==> config.mk <==
export PLATFORM = sky130hd
export DESIGN_NAME = miriscv_memory_stage
export DESIGN_NICKNAME = d
export VERILOG_FILES = /design/src/rtl/miriscv_decode_pkg.sv /design/src/rtl/miriscv_lsu_pkg.sv /design/src/rtl/miriscv_lsu.sv /design/src/rtl/miriscv_memory_stage.sv
export SDC_FILE = /design/constraint.sdc
export NUM_CORES = 1
export LEC_CHECK = 0
export CORE_UTILIZATION = 45
export CTS_BUF_LIST = sky130_fd_sc_hd__clkbuf_8
export DETAILED_ROUTE_END_ITERATION = 10
export GPL_TIMING_DRIVEN = 1
export PLACE_DENSITY = 0.81
export SLEW_MARGIN = 15
export SYNTH_ARGS = -nofsm -noshare
export SYNTH_HDL_FRONTEND = slang
export SYNTH_SLANG_ARGS = --single-unit
==> constraint.sdc <==
create_clock -name clk_i -period 4.17 [get_ports clk_i]
set_input_delay 0.417 -clock clk_i [delete_from_list [all_inputs] [get_ports clk_i]]
set_output_delay 0.417 -clock clk_i [all_outputs]
set_load 0.01 [all_outputs]
==> src/rtl/miriscv_decode_pkg.sv <==
`default_nettype none
// ============================================================================
//  Module   : miriscv_decode_pkg
//  Purpose  : Datapath widths and writeback-source encodings shared by the
//             decode and later pipeline stages.
//  Revision : 1.0  initial release
// ============================================================================
package miriscv_decode_pkg;

    localparam int XLEN       = 32;
    localparam int GPR_ADDR_W = 5;
    localparam int WB_SRC_W   = 2;

    localparam logic [WB_SRC_W-1:0] ALU_DATA = 2'd0;
    localparam logic [WB_SRC_W-1:0] MDU_DATA = 2'd1;
    localparam logic [WB_SRC_W-1:0] LSU_DATA = 2'd2;

endpackage : miriscv_decode_pkg
`default_nettype wire

==> src/rtl/miriscv_lsu_pkg.sv <==
`default_nettype none
// ============================================================================
//  Module   : miriscv_lsu_pkg
//  Purpose  : Load/store unit definitions: access size/sign codes and the
//             bus-transaction FSM state type.
//  Revision : 1.0  initial release
// ============================================================================
package miriscv_lsu_pkg;

    localparam int MEM_ACCESS_W = 3;

    // Bit 2 selects zero-extension for loads; bits [1:0] give the size.
    localparam logic [MEM_ACCESS_W-1:0] SIZE_BYTE   = 3'b000;
    localparam logic [MEM_ACCESS_W-1:0] SIZE_HALF   = 3'b001;
    localparam logic [MEM_ACCESS_W-1:0] SIZE_WORD   = 3'b010;
    localparam logic [MEM_ACCESS_W-1:0] SIZE_BYTE_U = 3'b100;
    localparam logic [MEM_ACCESS_W-1:0] SIZE_HALF_U = 3'b101;

    typedef enum logic [1:0] {
        IDLE = 2'd0,
        REQ  = 2'd1,
        RSP  = 2'd2
    } lsu_state_e;

endpackage : miriscv_lsu_pkg
`default_nettype wire

==> src/rtl/miriscv_lsu.sv <==
`default_nettype none
// ============================================================================
//  Module   : miriscv_lsu
//  Purpose  : Data-bus master for the memory stage. Issues one req/gnt/rvalid
//             transaction per load/store, builds byte enables and replicated
//             store data, aligns/extends load data and keeps a response that
//             arrived while the stage was held.
//  Ports    : clk_i, arstn_i         clock, async active-low reset
//             valid_i, mem_*_i       access from the Execute register
//             stall_i, kill_i        stage hold / flush from control unit
//             data_*                 data bus master side
//             rdata_o                aligned and extended load data
//             misaligned_o           access request is misaligned (comb.)
//             stall_req_o            access outstanding (comb.)
//  Revision : 1.0  initial release
// ============================================================================
module miriscv_lsu
    import miriscv_lsu_pkg::*;
    import miriscv_decode_pkg::*;
(
    input  logic                    clk_i,
    input  logic                    arstn_i,
    input  logic                    valid_i,
    input  logic                    mem_req_i,
    input  logic                    mem_we_i,
    input  logic [MEM_ACCESS_W-1:0] mem_size_i,
    input  logic [XLEN-1:0]         mem_addr_i,
    input  logic [XLEN-1:0]         mem_data_i,
    input  logic                    stall_i,
    input  logic                    kill_i,
    output logic                    data_req_o,
    output logic                    data_we_o,
    output logic [XLEN/8-1:0]       data_be_o,
    output logic [XLEN-1:0]         data_addr_o,
    output logic [XLEN-1:0]         data_wdata_o,
    input  logic                    data_gnt_i,
    input  logic                    data_rvalid_i,
    input  logic [XLEN-1:0]         data_rdata_i,
    output logic [XLEN-1:0]         rdata_o,
    output logic                    misaligned_o,
    output logic                    stall_req_o
);

    lsu_state_e          r_state;
    lsu_state_e          w_next_state;
    logic [1:0]          w_offset;
    logic                w_misaligned;
    logic                w_issue;
    logic [XLEN/8-1:0]   w_be;
    logic [XLEN-1:0]     w_wdata;
    logic [XLEN-1:0]     w_raw;
    logic [XLEN-1:0]     w_shifted;
    logic                r_done;
    logic [XLEN-1:0]     r_hold;
    logic                r_we;
    logic [XLEN/8-1:0]   r_be;
    logic [XLEN-1:0]     r_addr;
    logic [XLEN-1:0]     r_wdata;

    assign w_offset = mem_addr_i[1:0];

    always_comb begin
        case (mem_size_i)
            SIZE_HALF, SIZE_HALF_U: w_misaligned = w_offset[0];
            SIZE_WORD:              w_misaligned = |w_offset;
            default:                w_misaligned = 1'b0;
        endcase
    end

    assign misaligned_o = mem_req_i & w_misaligned;
    // r_done blocks a second transaction for an access already answered.
    assign w_issue      = valid_i & mem_req_i & ~w_misaligned & ~r_done;

    always_comb begin
        case (mem_size_i[1:0])
            2'b00: begin
                w_be    = 4'b0001 << w_offset;
                w_wdata = {4{mem_data_i[7:0]}};
            end
            2'b01: begin
                w_be    = 4'b0011 << w_offset;
                w_wdata = {2{mem_data_i[15:0]}};
            end
            default: begin
                w_be    = 4'b1111;
                w_wdata = mem_data_i;
            end
        endcase
    end

    always_ff @(posedge clk_i or negedge arstn_i) begin
        if (!arstn_i) begin
            r_state <= IDLE;
        end else begin
            r_state <= w_next_state;
        end
    end

    always_comb begin
        w_next_state = r_state;
        data_req_o   = 1'b0;
        data_we_o    = 1'b0;
        data_be_o    = '0;
        data_addr_o  = '0;
        data_wdata_o = '0;
        stall_req_o  = 1'b0;
        case (r_state)
            IDLE: begin
                if (w_issue) begin
                    data_req_o   = 1'b1;
                    data_we_o    = mem_we_i;
                    data_be_o    = w_be;
                    data_addr_o  = {mem_addr_i[XLEN-1:2], 2'b00};
                    data_wdata_o = w_wdata;
                    stall_req_o  = 1'b1;
                    w_next_state = data_gnt_i ? RSP : REQ;
                end
            end
            REQ: begin
                // Driven from the captured copy so the request stays stable
                // even if the upstream register changes underneath it.
                data_req_o   = 1'b1;
                data_we_o    = r_we;
                data_be_o    = r_be;
                data_addr_o  = r_addr;
                data_wdata_o = r_wdata;
                stall_req_o  = 1'b1;
                if (data_gnt_i) begin
                    w_next_state = RSP;
                end
            end
            RSP: begin
                stall_req_o = ~data_rvalid_i;
                if (data_rvalid_i) begin
                    w_next_state = IDLE;
                end
            end
            default: w_next_state = IDLE;
        endcase
    end

    always_ff @(posedge clk_i or negedge arstn_i) begin
        if (!arstn_i) begin
            r_we    <= 1'b0;
            r_be    <= '0;
            r_addr  <= '0;
            r_wdata <= '0;
        end else if ((r_state == IDLE) && w_issue) begin
            r_we    <= mem_we_i;
            r_be    <= w_be;
            r_addr  <= {mem_addr_i[XLEN-1:2], 2'b00};
            r_wdata <= w_wdata;
        end
    end

    // A response that lands while the stage is held is parked here until
    // the stage advances.
    always_ff @(posedge clk_i or negedge arstn_i) begin
        if (!arstn_i) begin
            r_done <= 1'b0;
            r_hold <= '0;
        end else begin
            if (kill_i || !stall_i) begin
                r_done <= 1'b0;
            end else if ((r_state == RSP) && data_rvalid_i) begin
                r_done <= 1'b1;
            end
            if ((r_state == RSP) && data_rvalid_i && stall_i) begin
                r_hold <= data_rdata_i;
            end
        end
    end

    assign w_raw     = r_done ? r_hold : data_rdata_i;
    assign w_shifted = w_raw >> {w_offset, 3'b000};

    always_comb begin
        case (mem_size_i)
            SIZE_BYTE:   rdata_o = {{(XLEN-8){w_shifted[7]}}, w_shifted[7:0]};
            SIZE_HALF:   rdata_o = {{(XLEN-16){w_shifted[15]}}, w_shifted[15:0]};
            SIZE_BYTE_U: rdata_o = {{(XLEN-8){1'b0}}, w_shifted[7:0]};
            SIZE_HALF_U: rdata_o = {{(XLEN-16){1'b0}}, w_shifted[15:0]};
            default:     rdata_o = w_shifted;
        endcase
    end

endmodule : miriscv_lsu
`default_nettype wire

==> src/rtl/miriscv_memory_stage.sv <==
`default_nettype none
// ============================================================================
//  Module   : miriscv_memory_stage
//  Purpose  : Memory stage of the miriscv pipeline. Runs loads/stores through
//             the LSU, selects the writeback value and registers it for
//             Writeback. Requests a stall while a data access is outstanding.
//  Ports    : clk_i, arstn_i                 clock, async active-low reset
//             cu_kill_m_i, cu_stall_m_i      flush / hold from control unit
//             m_stall_req_o                  stall request (comb.)
//             e_*                            Execute pipeline register
//             data_*                         data bus master side
//             m_*                            M pipeline register outputs
//  Revision : 1.0  initial release
// ============================================================================
module miriscv_memory_stage
    import miriscv_lsu_pkg::*;
    import miriscv_decode_pkg::*;
(
    input  logic                    clk_i,
    input  logic                    arstn_i,
    input  logic                    cu_kill_m_i,
    input  logic                    cu_stall_m_i,
    output logic                    m_stall_req_o,
    input  logic                    e_valid_i,
    input  logic [XLEN-1:0]         e_alu_result_i,
    input  logic [XLEN-1:0]         e_mdu_result_i,
    input  logic                    e_mem_req_i,
    input  logic                    e_mem_we_i,
    input  logic [MEM_ACCESS_W-1:0] e_mem_size_i,
    input  logic [XLEN-1:0]         e_mem_addr_i,
    input  logic [XLEN-1:0]         e_mem_data_i,
    input  logic                    e_gpr_wr_en_i,
    input  logic [GPR_ADDR_W-1:0]   e_gpr_wr_addr_i,
    input  logic [WB_SRC_W-1:0]     e_gpr_src_sel_i,
    output logic                    data_req_o,
    output logic                    data_we_o,
    output logic [XLEN/8-1:0]       data_be_o,
    output logic [XLEN-1:0]         data_addr_o,
    output logic [XLEN-1:0]         data_wdata_o,
    input  logic                    data_gnt_i,
    input  logic                    data_rvalid_i,
    input  logic [XLEN-1:0]         data_rdata_i,
    output logic                    m_valid_o,
    output logic                    m_gpr_wr_en_o,
    output logic [GPR_ADDR_W-1:0]   m_gpr_wr_addr_o,
    output logic [XLEN-1:0]         m_gpr_wr_data_o,
    output logic                    m_misaligned_o
);

    logic            r_killed;
    logic            w_valid;
    logic            w_lsu_misaligned;
    logic [XLEN-1:0] w_lsu_rdata;
    logic [XLEN-1:0] w_wb_data;

    // A kill that arrives while the stage is held must survive until the
    // instruction finally leaves, otherwise it would re-enter M as valid.
    always_ff @(posedge clk_i or negedge arstn_i) begin
        if (!arstn_i) begin
            r_killed <= 1'b0;
        end else if (cu_kill_m_i && cu_stall_m_i) begin
            r_killed <= 1'b1;
        end else if (!cu_stall_m_i) begin
            r_killed <= 1'b0;
        end
    end

    assign w_valid = e_valid_i & ~r_killed;

    miriscv_lsu u_lsu (
        .clk_i         (clk_i),
        .arstn_i       (arstn_i),
        .valid_i       (w_valid & ~cu_kill_m_i),
        .mem_req_i     (e_mem_req_i),
        .mem_we_i      (e_mem_we_i),
        .mem_size_i    (e_mem_size_i),
        .mem_addr_i    (e_mem_addr_i),
        .mem_data_i    (e_mem_data_i),
        .stall_i       (cu_stall_m_i),
        .kill_i        (cu_kill_m_i),
        .data_req_o    (data_req_o),
        .data_we_o     (data_we_o),
        .data_be_o     (data_be_o),
        .data_addr_o   (data_addr_o),
        .data_wdata_o  (data_wdata_o),
        .data_gnt_i    (data_gnt_i),
        .data_rvalid_i (data_rvalid_i),
        .data_rdata_i  (data_rdata_i),
        .rdata_o       (w_lsu_rdata),
        .misaligned_o  (w_lsu_misaligned),
        .stall_req_o   (m_stall_req_o)
    );

    always_comb begin
        case (e_gpr_src_sel_i)
            MDU_DATA: w_wb_data = e_mdu_result_i;
            LSU_DATA: w_wb_data = w_lsu_rdata;
            default:  w_wb_data = e_alu_result_i;
        endcase
    end

    always_ff @(posedge clk_i or negedge arstn_i) begin
        if (!arstn_i) begin
            m_valid_o       <= 1'b0;
            m_gpr_wr_en_o   <= 1'b0;
            m_gpr_wr_addr_o <= '0;
            m_gpr_wr_data_o <= '0;
            m_misaligned_o  <= 1'b0;
        end else if (cu_kill_m_i) begin
            m_valid_o       <= 1'b0;
            m_gpr_wr_en_o   <= 1'b0;
            m_misaligned_o  <= 1'b0;
        end else if (!cu_stall_m_i) begin
            m_valid_o       <= w_valid;
            m_gpr_wr_en_o   <= w_valid & e_gpr_wr_en_i & ~w_lsu_misaligned;
            m_gpr_wr_addr_o <= e_gpr_wr_addr_i;
            m_gpr_wr_data_o <= w_wb_data;
            m_misaligned_o  <= w_valid & w_lsu_misaligned;
        end
    end

endmodule : miriscv_memory_stage
`default_nettype wire

==> run summary <==
Global routing used 27.61% of the available tracks across all layers. Data on the critical path is required at its endpoint by 3.75 ns. The number of gates given a new drive strength after cts was 0. The startpoint identified for the worst register-to-register timing path is u_lsu.r_done. For this design the ratio of total power to cell area is 364.4 nW/um^2.

The worst path needs 3.695 ns of the cycle, external delays included. The mapped cell area came out at 8026 sq um. The number of clock buffers added by TritonCTS is 17. The root buffer cell chosen for the clock tree is clkbuf_8.

The worst hold path begins at e_mem_size_i[1]. The final routed wirelength across all metal layers is 24.98 mm. In this run the deepest clock path goes through 2 buffers.

The maximum number of pins on one net before global-route repair was 97; the setup slack of the worst register-to-register path was 1.49 ns. Summing all non-filler instances in the final layout gives an area of 11450 sq um. Total power for the finished layout comes to 0.004171 W.

For the unique cell type count in the Yosys netlist, the log shows 39. The die span in y came out at 135.6 microns. The floorplan die area came out at 18380 sq um. The clock slew at the register clock pins of the worst setup and hold paths is 0.08 ns, and the post-CTS repair timing setup buffer count is 0. For this run, design rule violations remaining after detail routing come to 0. The floorplan has 48 rows. The floorplan step set the die width to 135.6 microns. The worst setup path is captured at a primary output. The worst register-to-register path has a depth of 6. 0 antenna diodes ended up in the layout.

After technology mapping, the gate count stands at 910. The endpoint identified for the worst register-to-register timing path is m_gpr_wr_data_o[8]. Setup repair after global routing left no endpoint under its margin. Of the cells placed in the final design, the portion with a size suffix greater than 1 is 9.106%.

Max-cap violations in this run came to 0. The number of buffers added on ports is 288, and the count of endpoints failing hold in the final timing report is 0. For hold timing, the worst endpoint is u_lsu.r_be[3].

Synthesis inferred 143 register bits. Counting instances, the worst hold path has a depth of 4. At the end of the flow the core is filled with cells to 65.95%. In the layout the commonest cells are clkdlybuf4s50_1 (286), nand2_1 (238), dfrtp_1 (142).

The sink count of the clock tree is 143, and the measured slew at the worst slew-check pin is 1.071 ns. The max-slew violation count was 0; the last weighted congestion value of the routability-driven placer was 0.8664. The logs give 0 for the post-detailed-route count of antenna-violating nets and 1367 for the number of cells after detailed placement. The type of origin of the critical path is a primary input. The H-tree depth is 4.

The flow ran to the end, and the final reports show no timing, DRC or antenna violations. Before antenna repair, the detailed router went through 5 iterations. TritonCTS built the clock tree. The later pin in the worst-skew pair is clocked with a latency of 0.45 ns.

The initial core utilization was 46.24%. The tools report the core region area as 17360 sq um. The tightest min-delay check is of the primary input to flop type. The clock arrives with 0.01057 ns of skew.

For the residual overflow from global routing, the log shows 0. Relative to the synthesized area, the layout overhead comes to 42.60%. Summed over all instances, the cell type with the most area after synthesis is dfrtp_1.

Setup violations remaining at the end of the flow were counted as 0. For the initial detailed-routing violation count, the log shows 542. The maximum fanout encountered on the critical timing path works out to 39. The run gives 0 as the number of antenna violations at the first check in global routing. Fraction of synthesized cell area taken by the top area cell type: 44.58%. The placement-stage cell area was 11050 sq um. By area the synthesized netlist is led by dfrtp_1 (45%), nand2_1 (11%), mux2i_1 (6.0%). The analysis attributes to cell leakage a power of 5.307 nW.

The per-instance average area after synthesis came out at 8.820 sq um. The final layout contains 1344 nets. The filler cells instantiated in the layout total 1414. Summing the sequential cell areas from Yosys gives 44.58% of the chip area. The routed layout has 7608 vias.

Setup total negative slack on the finished layout was measured at 0 ns. The worst-case IR drop observed on VDD is 195.3 uV. The count of synthesis-stage warnings from yosys is 0. For the half-perimeter wire length of the detailed placement result, the log shows 17.99 mm.

The tools report the number of ports placed on the die boundary as 291. The mean number of vias per cell is 5.434, and the maximum frequency from static timing analysis is 270.7 MHz. The wire length of the first global-routing pass is 38.89 mm. The number of global-route vias before repair was 7458; the share of the clock period used by the worst path was 88.60%.

The library cell used most frequently in the layout, excluding fill and tap cells, is clkdlybuf4s50_1. The classification of the worst setup path is primary input to primary output. After detailed routing, the average wire length per cell comes to 17.84 microns. The arrival time at the worst endpoint is 3.28 ns, and the final standard cell count with taps included and fillers excluded is 1400. Headroom to the max-slew limit: 28.63%.
-- metal layers --
metal  part of all wire (%)  global-route usage (%)
met5                      0                       0
met4                    2.4                   9.488
met3                    7.7                   7.557
met2                     50                   47.31
met1                     40                   33.22
-- registers in the layout, summed over array words and instances, names as in the netlist --
| name | flops |
|---|---|
| m_gpr_wr_addr_o | 5 |
| u_lsu.r_hold | 32 |
| m_valid_o | 1 |
| u_lsu.r_addr | 30 |
| u_lsu.r_state | 2 |
| r_killed | 1 |
| m_misaligned_o | 1 |
| u_lsu.r_we | 1 |
| u_lsu.r_wdata | 32 |
| m_gpr_wr_data_o | 32 |
| m_gpr_wr_en_o | 1 |
| u_lsu.r_done | 1 |
| u_lsu.r_be | 4 |
-- power breakdown --
part	switching [W]	leakage, nW	internal [W]
clock	0.000589	0.195	0.000500
combinational	0.000485	3.35	0.000629
sequential	0.000204	1.76	0.00176
total	0.00128	5.31	0.00289
-- critical path, stage by stage --
cell and delay, ns:
clkdlybuf4s50_1 0.76, nor4bb_1 0.15, a311oi_2 0.47, and3_1 0.25
buf_4 0.38, nand2_1 0.13, nand2_1 0.10, clkdlybuf4s50_1 0.59
-- synth_stat cells, drive strengths merged --
cell and number:
o21a 1, o22a 1, a21oi 65, nand3 1, or2 3, nand2b 12, nor3b 2, mux4 8
buf 24, a211oi 8, or3 17, mux2i 48, inv 7, nor2 42, nor2b 16, o2bb2ai 1
nand2 238, nor4bb 3, o21ai 77, mux2 40, o21bai 1, nor4 1, ha 2, a311oi 8
nand3b 2, o311ai 16, a21o 54, and3 1, a31oi 8, clkbuf 50, conb 1, nor3 9
dfrtp 143
-- through the flow --
step	hold WS, ns	setup slack [ns]
final	0.4776	0.4753
after global routing	0.4630	0.2828
after CTS	0.4538	0.4929
after detailed placement	0.4634	0.5202
after global placement	0.4571	0.5919
after floorplan	0.1214	1.861
-- kinds of logic after synthesis --
| logic type | after synthesis | synth area share (%) |
|---|---|---|
| adders and majority gates | 2 | 0.3117 |
| muxes | 96 | 13.84 |
| DFF | 143 | 44.58 |
| AOI/OAI and AO/OA | 240 | 18.38 |
| buffers and inverters | 81 | 4.287 |
| other | 1 | 0.04672 |
| and+or+nand+nor | 347 | 18.55 |
-- worst max-delay path by stage --
stage / to / start / slack, ns
floorplan: data_addr_o[13] / e_mem_size_i[0] / 1.86
global placement: data_addr_o[16] / e_mem_size_i[0] / 0.59
detailed placement: data_addr_o[16] / e_mem_size_i[0] / 0.52
CTS: data_addr_o[19] / e_mem_size_i[0] / 0.49
global route: data_addr_o[3] / e_mem_size_i[0] / 0.28
finish: data_addr_o[19] / e_mem_size_i[0] / 0.48
-- layout make-up --
cell class	count	area (sq um)	area share (%)
Clock inverter	14	133.9	1.170
Inverter	7	26.28	0.2296
Timing Repair Buffer	306	3042	26.57
Multi-Input combinational cell	687	4135	36.13
Tap cell	225	281.5	2.460
Sequential cell	143	3580	31.27
Clock buffer	18	247.7	2.164
-- timing repair --
item / CTS / global route
setup endpoints to repair: 0 / 0
hold buffers: 1 / 0
hold endpoints to repair: 68 / 0
No activity file was read; power rests on OpenSTA's default activity.
